### config.mk
export PLATFORM = sky130hd
export DESIGN_NAME = fnd_reg_scanner
export DESIGN_NICKNAME = d
export VERILOG_FILES = /design/src/rtl/fnd_reg_scanner.sv
export SDC_FILE = /design/constraint.sdc
export NUM_CORES = 1
export LEC_CHECK = 0
export BUFFER_PORTS_ARGS = -buffer_cell sky130_fd_sc_hd__buf_4
export CORE_MARGIN = 3
export CORE_UTILIZATION = 35
export DETAILED_ROUTE_END_ITERATION = 6
export GPL_TIMING_DRIVEN = 0
export HOLD_SLACK_MARGIN = 0.06
export MAX_ROUTING_LAYER = met4
export PLACE_DENSITY_LB_ADDON = 0.2
export REMOVE_ABC_BUFFERS = 1
export SLEW_MARGIN = 20
export SYNTH_ARGS = -nofsm -noshare
export SYNTH_HDL_FRONTEND = slang
export SYNTH_SLANG_ARGS = --single-unit
### constraint.sdc
create_clock -name clk -period 2.4 [get_ports clk]
set_input_delay 0.24 -clock clk [delete_from_list [all_inputs] [get_ports clk]]
set_output_delay 0.24 -clock clk [all_outputs]
set_load 0.05 [all_outputs]
### src/rtl/fnd_reg_scanner.sv
`default_nettype none
// ============================================================================
// fnd_reg_scanner : shows one register channel on a 4-digit 7-segment display
//                   (digit3 = channel, digits 2..0 = value), manual or auto scan
// Revision: 1.0
// ============================================================================
module fnd_reg_scanner #(
  parameter int NUM_CH      = 7,
  parameter int DATA_W      = 8,
  parameter int REFRESH_DIV = 100000,
  parameter int DWELL       = 100000000
) (
  input  logic                     clk,
  input  logic                     reset,
  input  logic [NUM_CH-1:0]        sw,
  input  logic                     auto_en,
  input  logic [NUM_CH*DATA_W-1:0] regs,
  output logic [7:0]               fndFont,
  output logic [3:0]               fndCom,
  output logic [3:0]               ch_idx,
  output logic                     ch_valid
);

  localparam int c_ref_w   = (REFRESH_DIV > 1) ? $clog2(REFRESH_DIV) : 1;
  localparam int c_dwell_w = (DWELL > 1) ? $clog2(DWELL) : 1;

  localparam logic [c_ref_w-1:0]   c_ref_last   = c_ref_w'(REFRESH_DIV - 1);
  localparam logic [c_dwell_w-1:0] c_dwell_last = c_dwell_w'(DWELL - 1);
  localparam logic [3:0]           c_ch_last    = 4'(NUM_CH - 1);

  function automatic logic [7:0] hex_font(input logic [3:0] n);
    case (n)
      4'h0:    hex_font = 8'hC0;
      4'h1:    hex_font = 8'hF9;
      4'h2:    hex_font = 8'hA4;
      4'h3:    hex_font = 8'hB0;
      4'h4:    hex_font = 8'h99;
      4'h5:    hex_font = 8'h92;
      4'h6:    hex_font = 8'h82;
      4'h7:    hex_font = 8'hF8;
      4'h8:    hex_font = 8'h80;
      4'h9:    hex_font = 8'h90;
      4'hA:    hex_font = 8'h88;
      4'hB:    hex_font = 8'h83;
      4'hC:    hex_font = 8'hC6;
      4'hD:    hex_font = 8'hA1;
      4'hE:    hex_font = 8'h86;
      default: hex_font = 8'h8E;
    endcase
  endfunction

  logic [c_ref_w-1:0]   refresh_cnt_q, refresh_cnt_d;
  logic [1:0]           digit_sel_q, digit_sel_d;
  logic [c_dwell_w-1:0] dwell_cnt_q, dwell_cnt_d;
  logic [3:0]           ch_idx_q, ch_idx_d;
  logic                 ch_valid_q, ch_valid_d;
  logic                 auto_prev_q, auto_prev_d;
  logic                 chg_q, chg_d;
  logic [DATA_W-1:0]    snap_q, snap_d;
  logic [3:0]           fnd_com_q, fnd_com_d;
  logic [7:0]           fnd_font_q, fnd_font_d;

  logic                 ref_wrap;
  logic [4:0]           sw_ones;
  logic [3:0]           sw_idx;
  logic                 sw_onehot;
  logic [DATA_W-1:0]    reg_sel;
  logic [11:0]          snap_ext;
  logic [3:0]           nibble;

  always_comb begin : p_sw_decode
    sw_ones = '0;
    sw_idx  = '0;
    for (int k = 0; k < NUM_CH; k++) begin
      if (sw[k]) begin
        sw_ones = sw_ones + 5'd1;
        sw_idx  = 4'(k);
      end
    end
    sw_onehot = (sw_ones == 5'd1);
  end

  always_comb begin : p_reg_mux
    reg_sel = '0;
    for (int k = 0; k < NUM_CH; k++) begin
      if (ch_idx_q == 4'(k)) begin
        reg_sel = regs[k*DATA_W +: DATA_W];
      end
    end
  end

  always_comb begin : p_next
    ref_wrap      = (refresh_cnt_q == c_ref_last);
    refresh_cnt_d = ref_wrap ? '0 : refresh_cnt_q + c_ref_w'(1);
    digit_sel_d   = ref_wrap ? digit_sel_q + 2'd1 : digit_sel_q;

    auto_prev_d = auto_en;
    dwell_cnt_d = '0;
    ch_idx_d    = ch_idx_q;
    ch_valid_d  = ch_valid_q;

    if (auto_en && !auto_prev_q) begin
      // entering auto mode always restarts the scan from channel 0
      ch_idx_d   = '0;
      ch_valid_d = 1'b1;
    end else if (auto_en) begin
      ch_valid_d = 1'b1;
      if (dwell_cnt_q == c_dwell_last) begin
        ch_idx_d = (ch_idx_q >= c_ch_last) ? 4'd0 : ch_idx_q + 4'd1;
      end else begin
        dwell_cnt_d = dwell_cnt_q + c_dwell_w'(1);
      end
    end else if (sw_onehot) begin
      ch_idx_d   = sw_idx;
      ch_valid_d = 1'b1;
    end else begin
      ch_valid_d = 1'b0;
    end

    chg_d = (ch_idx_d != ch_idx_q) || (ch_valid_d != ch_valid_q);

    // value is frozen for a whole frame so digits never mix old and new data
    snap_d = (chg_q || (ref_wrap && (digit_sel_q == 2'd3))) ? reg_sel : snap_q;

    snap_ext               = '0;
    snap_ext[DATA_W-1:0]   = snap_q;
    case (digit_sel_q)
      2'd0:    nibble = snap_ext[3:0];
      2'd1:    nibble = snap_ext[7:4];
      2'd2:    nibble = snap_ext[11:8];
      default: nibble = ch_idx_q;
    endcase

    fnd_com_d  = ~(4'b0001 << digit_sel_q);
    fnd_font_d = ch_valid_q ? hex_font(nibble) : 8'hFF;
  end

  always_ff @(posedge clk or posedge reset) begin
    if (reset) begin
      refresh_cnt_q <= '0;
      digit_sel_q   <= '0;
      dwell_cnt_q   <= '0;
      ch_idx_q      <= '0;
      ch_valid_q    <= 1'b0;
      auto_prev_q   <= 1'b0;
      chg_q         <= 1'b0;
      snap_q        <= '0;
      fnd_com_q     <= 4'b1111;
      fnd_font_q    <= 8'hFF;
    end else begin
      refresh_cnt_q <= refresh_cnt_d;
      digit_sel_q   <= digit_sel_d;
      dwell_cnt_q   <= dwell_cnt_d;
      ch_idx_q      <= ch_idx_d;
      ch_valid_q    <= ch_valid_d;
      auto_prev_q   <= auto_prev_d;
      chg_q         <= chg_d;
      snap_q        <= snap_d;
      fnd_com_q     <= fnd_com_d;
      fnd_font_q    <= fnd_font_d;
    end
  end

  assign fndFont  = fnd_font_q;
  assign fndCom   = fnd_com_q;
  assign ch_idx   = ch_idx_q;
  assign ch_valid = ch_valid_q;

endmodule
`default_nettype wire
Word-level counts from Yosys, hierarchy flattened --
Memory sizes are Yosys's and may differ from the RTL's. Index checks and enable logic that the tools add are counted. Widths: inputs -> output; s select.
Operators by class: $add $sub $neg 10, $lt $le $gt $ge 1, equal/unequal tests 14, shifts and indexed selects 1, multiplexer cells 34, bitwise logic cells 1, reductions and logical operators 7
Operator list (count):
- $mux 27 | 3
- $mux 8 | 8
- $mux 4 | 10
- $add 5x1->5 const B | 6
- $mux 5 | 6
- $add 27x1->27 const B | 1
- $eq 27x27->1 const B | 1
- $add 17x1->17 const B | 1
- $eq 17x17->1 const B | 1
- $mux 17 | 1
- $eq 4x3->1 const B | 3
- $pmux 4 s3 | 1
- $eq 4x2->1 const B | 2
- $eq 5x1->1 const B | 1
- $mux 1 | 5
- $add 4x1->4 const B | 1
- $eq 2x2->1 const B | 2
- $eq 4x1->1 const B | 1
- $ge 4x3->1 const B | 1
- $logic_not 4->1 | 1
- $ne 4x4->1 | 1
- $not 4->4 | 1
- $shl 1x2->4 const A | 1
- $add 2x1->2 const B | 1
- other kinds (6) | 8
Word-level totals: bits in registers 73, bits in read-only memories 112, bits of input ports 66, output and inout bits 17, memories kept 1
Memory list:
- (name not given) | depth 16, bits a word 7, read ports 1, clocked after memory_dff 0, wr ports 0, RTL line 32 | case (n)

Depth between registers and ports, before layout --
word-level depth 19, gate-level depth with buffers 22

Least setup slack after synthesis --
Ideal clock, no wire load.
path type input port to flip-flop, from in sw[0], to reg chg_q, setup time 0.124 ns, data arrival time 3.926 ns, required time 2.276 ns, path slack -1.650 ns, stages on the path 21, cells stage by stage inv_1 ha_1 xor2_1 ha_1 nand2_1 o31ai_1 ha_1 nor2_1 nor2_1 ha_1 nand2_1 o31ai_1 ha_1 nand2_1 xor2_1 mux2i_1 a22oi_1 a21oi_1 a32o_1 a211o_1 a211o_1
On the way: cells in the longest elaborated chain, start to end 19
RTL lines:
- start, declared | RTL line 15 | input logic [NUM_CH-1:0] sw,
- $mux 1 (*) | RTL line 75 | if (sw[k]) begin
- $add 5x1->5 | RTL line 76 | sw_ones = sw_ones + 5'd1;
- $mux 5 (*) | RTL line 75
- $add 5x1->5 | RTL line 76
- $mux 5 (*) | RTL line 75
- $add 5x1->5 | RTL line 76
- $mux 5 (*) | RTL line 75
- $add 5x1->5 | RTL line 76
- (+4 left out)
- $mux 5 (*) | RTL line 75
- $eq 5x1->1 (*) | RTL line 80 | sw_onehot = (sw_ones == 5'd1);
- $mux 4 or $mux 1 (tied branches) | RTL line 113 | end else if (sw_onehot) begin
- $mux 4 or $mux 1 (tied branches) | RTL line 106 | end else if (auto_en) begin
- $mux 4 or $mux 1 (tied branches) | RTL line 102 | if (auto_en && !auto_prev_q) begin
- $ne 4x4->1 or $ne 1x1->1 (tied branches) | RTL line 120 | chg_d = (ch_idx_d != ch_idx_q) || (ch_valid_d != ch_valid_q);
- $logic_or 1x1->1 (*) | RTL line 120
- named net chg_d | RTL line 58 | logic chg_q, chg_d;
- end signal, assigned | RTL line 157 | chg_q <= chg_d;
- end, declared | RTL line 58
The timed path passes the listed nets; every way through them passes the cells marked *. A chain may end at the register's enable or synchronous reset.

Worst setup path after layout --
from in sw[1], to reg chg_q
On the way: cells in the longest elaborated chain, start to end 17
RTL lines (RTL line):
- $mux 5 | 75
- $add 5x1->5 | 76
- $mux 5 | 75
- $add 5x1->5 | 76
- $mux 5 | 75
- $add 5x1->5 | 76
- $mux 5 | 75
- $add 5x1->5 | 76
- (+2 left out)
- $mux 5 | 75
- $eq 5x1->1 | 80
- $mux 4 or $mux 1 (tied branches) | 113
- $mux 4 or $mux 1 (tied branches) | 106
- $mux 4 or $mux 1 (tied branches) | 102
- $ne 4x4->1 or $ne 1x1->1 (tied branches) | 120
- $logic_or 1x1->1 (*) | 120
- named net chg_d | 58
Marked as above.

==> impl_metrics.toml <==
[status]
status = "finished with violations"
violations = "setup timing"

[power_and_ir_drop]
vdd.ir_drop.worst_v = 0.000372
powerDensity_nw_per_um2 = 831
p_leak_nw = 2.57
total_power_mw = 4.95

[cells_and_area]
stdcell_count = 803
final_common_cell = "buf_4"
diodes = 0
syn2layout_area_growth_pct = 29.6
fin_area_um2 = 5950
mostFrequentLayoutCells = "buf_4 (90), nor2_1 (75), nand2_1 (61)"
layout.nets = 715
drive_gt1_share_pct = 25.5
nFillCells = 1273

[route]
dr_total_vias = 4066
wl_per_cell_um = 13.6
initialDrtViolationCount = 206
ant_nets = 0
route.detailed.vias_per_inst = 5.06
drcViolationCount = 0
drt_wl_total_mm = 10.9
drt_pre_antenna_iters = 4

[cts]
clock_sinks = 72
tritoncts = "built"
insertion_delay_ns = 0.33
clkTransAtPathRegs_ns = 0.05
cts.path.max_buffers = 2
root_buffer = "clkbuf_16"
cts_made_buffers = 9
h-tree-depth = 3

[critical_path]
path_cells = "buf_8, inv_4, ha_4, xor2_2, ha_1, nand2_2, o31ai_4, ha_4, nor2_4, nor2_1, ha_1, nand2_1, o31ai_2, ha_2, nand2_4, xor2_4, mux2i_1, a22oi_2, a21oi_2, a32o_2, a211o_1, a211o_1"
cpLargestDelayFamily = "compound AO/OA/AOI/OAI gates"
reg2reg_depth = 10
crit_fanout = 3
critical_path_class = "in2reg"
cp-start-kind = "input pin"
end_kind = "flop"
slowest_stage = "ha_4"
r2r-end = "chg_q$_DFF_PP0_"
cp.required_ns = 2.61
path_buf_inv = 2
slowest_delay_ns = 0.30
crit_arrival_ns = 3.86
r2r_slack_ns = -0.28
r2r-start = "ch_idx[0]$_DFF_PP0_"

[global_route]
busiest_layer = "met2"
grtUsageMet1_pct = 20.0
met2_usage_pct = 26.2
grt-ovfl-total = 0
grt_pass1_vias = 4074
grt_pass1_wl_mm = 18.6
grt_usage_pct = 16.0
grt_max_degree = 58
use_met3_pct = 3.04
antenna_found_initial = 0

[floorplan]
die_h_um = 121
coreArea_um2 = 12700
fp.dieW_um = 121
rows = 41
die_area_um2 = 14500
io_pins = 83
start_util_pct = 36.1

[synth]
async_flop_share_pct = 100
synth_cell_types = 57
synth_top_flop_cell = "dfrtp_1"
syn_inst = 546
synth_seq_area_share_pct = 39.5
synth.ff_latch_count = 72
syn_avg_cell_area_um2 = 8.41
synth_area_um2 = 4590
synth_compound_gate_area_share_pct = 16.7
synth-simple-area-share_pct = 23.1
synth_edf_count = 0
synth_warnings = 0
synth_top_family_by_area = "simple AND/OR/NAND/NOR gates"
synthMuxAreaShare_pct = 1.09
synth_xor_area_share_pct = 8.72
synthAdderAreaFrac_pct = 6.27

[placement]
detailed_place.area_um2 = 5330
port_buffers = 81
place_congestion = 0.818
numPlacedInstances = 772
hpwlAfterDp_mm = 7.86

[hold_path]
worstHoldEndpoint = "auto_prev_q$_DFF_PP0_"
hp-class = "in2reg"
min-delay-start = "auto_en"
hold_depth = 1

[sta]
rsz0062_at_grt = "true"
slew_violations = 0
finalWorstSetupSlack_ns = -1.25
hold_slack_ns = 0.120
fmax_mhz = 274
finClkSkew_ns = 0.00842
maxSlewHeadroom_pct = 55.3
finalSetupTns_ns = -6.80
worst_slew_pin_slew_ns = 0.664
setup_viol = 6
hold_viol_final = 0
period_share_pct = 152
period_needed_ns = 3.65

[run]
drv_cap = 0
metrics by stage:
step / worst slack, ns / util [%]
3_3_place_gp: -2.08 / 41.6
3_5_place_dp: -2.22 / 41.9
4_1_cts: -1.35 / 46.1
6_report: -1.25 / 46.8
5_1_grt: -1.41 / 46.8
2_1_floorplan: -1.62 / -
cell type report:
class                   count  area [µm²]  area share, %
multi-input cells         423        2750           46.2
flip-flops and latches     72        1820           30.5
repair buffers             97         777           13.1
clock buffers              14         264           4.44
well taps                 172         215           3.62
inverters                  23        93.8           1.58
clock inverters             2        37.5          0.631
cell usage after synthesis, types with 14 or more instances:
library cell  instances  area (µm²)
xnor2_1              17         149
inv_1                23        86.3
nand2_1              66         248
a21oi_1              45         225
nand3_1              16        80.1
nor2_1               78         293
clkbuf_1             23        86.3
xor2_1               26         228
dfrtp_1              61        1530
ha_1                 23         288
nand4_1              14        87.6
o21ai_0              36         180
flip-flops by register name, summed over array words and instances (netlist names):
register       flops
refresh_cnt_q     17
fndCom             4
ch_valid           1
fndFont            7
digit_sel_q        2
snap_q             8
auto_prev_q        1
dwell_cnt_q       27
chg_q              1
ch_idx             4
kinds of logic (layout without fill, tap and decap cells):
group | Yosys count | in the layout
XOR/XNOR | 44 | 44
flip-flops | 72 | 72
adder cells (fa/ha/maj) | 23 | 23
AND/OR/NAND/NOR | 226 | 226
other | 1 | 1
multiplexers | 5 | 5
buffers and inverters | 51 | 136
AO/OA/AOI/OAI | 124 | 124
how the worst max path moves through the flow:
stage,start,end,slack [ns],cells past startpoint
6_report,sw[1],chg_q$_DFF_PP0_,-1.25,22
5_1_grt,sw[1],chg_q$_DFF_PP0_,-1.41,22
4_1_cts,sw[0],chg_q$_DFF_PP0_,-1.35,22
3_5_place_dp,sw[0],chg_q$_DFF_PP0_,-2.22,22
3_3_place_gp,sw[0],chg_q$_DFF_PP0_,-2.08,22
2_1_floorplan,sw[0],chg_q$_DFF_PP0_,-1.62,21
report_power, final:
| part | internal, mW | switching (mW) |
|---|---|---|
| Sequential | 1.42 | 0.122 |
| Combinational | 0.838 | 1.24 |
| Clock | 0.862 | 0.468 |
| Total | 3.12 | 1.83 |
timing repair:
item,4_1_cts,5_1_grt
hold endpoints to repair,9,0
hold buffers,1,0
pin swaps,16,12
endpoints found under the setup margin,44,27
cloned,0,0
setup buffers,10,5
gates resized for setup,39,13
metal layers:
layer	part of all wire, %	up-vias
li1	-	2049
met1	46	1914
met2	48	89
met3	4.6	14
met4	1.7	0
met5	0	-
worst register-to-register path, stage by stage, from the launching register on:
cell and delay (ns):
dfrtp_2 0.50, inv_1 0.17, ha_2 0.34, o21a_1 0.25
or3b_2 0.48, o32a_1 0.30, nor2_1 0.08, o21ai_0 0.08
mux2i_1 0.18, a211o_1 0.13, a211o_1 0.11
No activity file was read; power rests on OpenSTA's default activity.
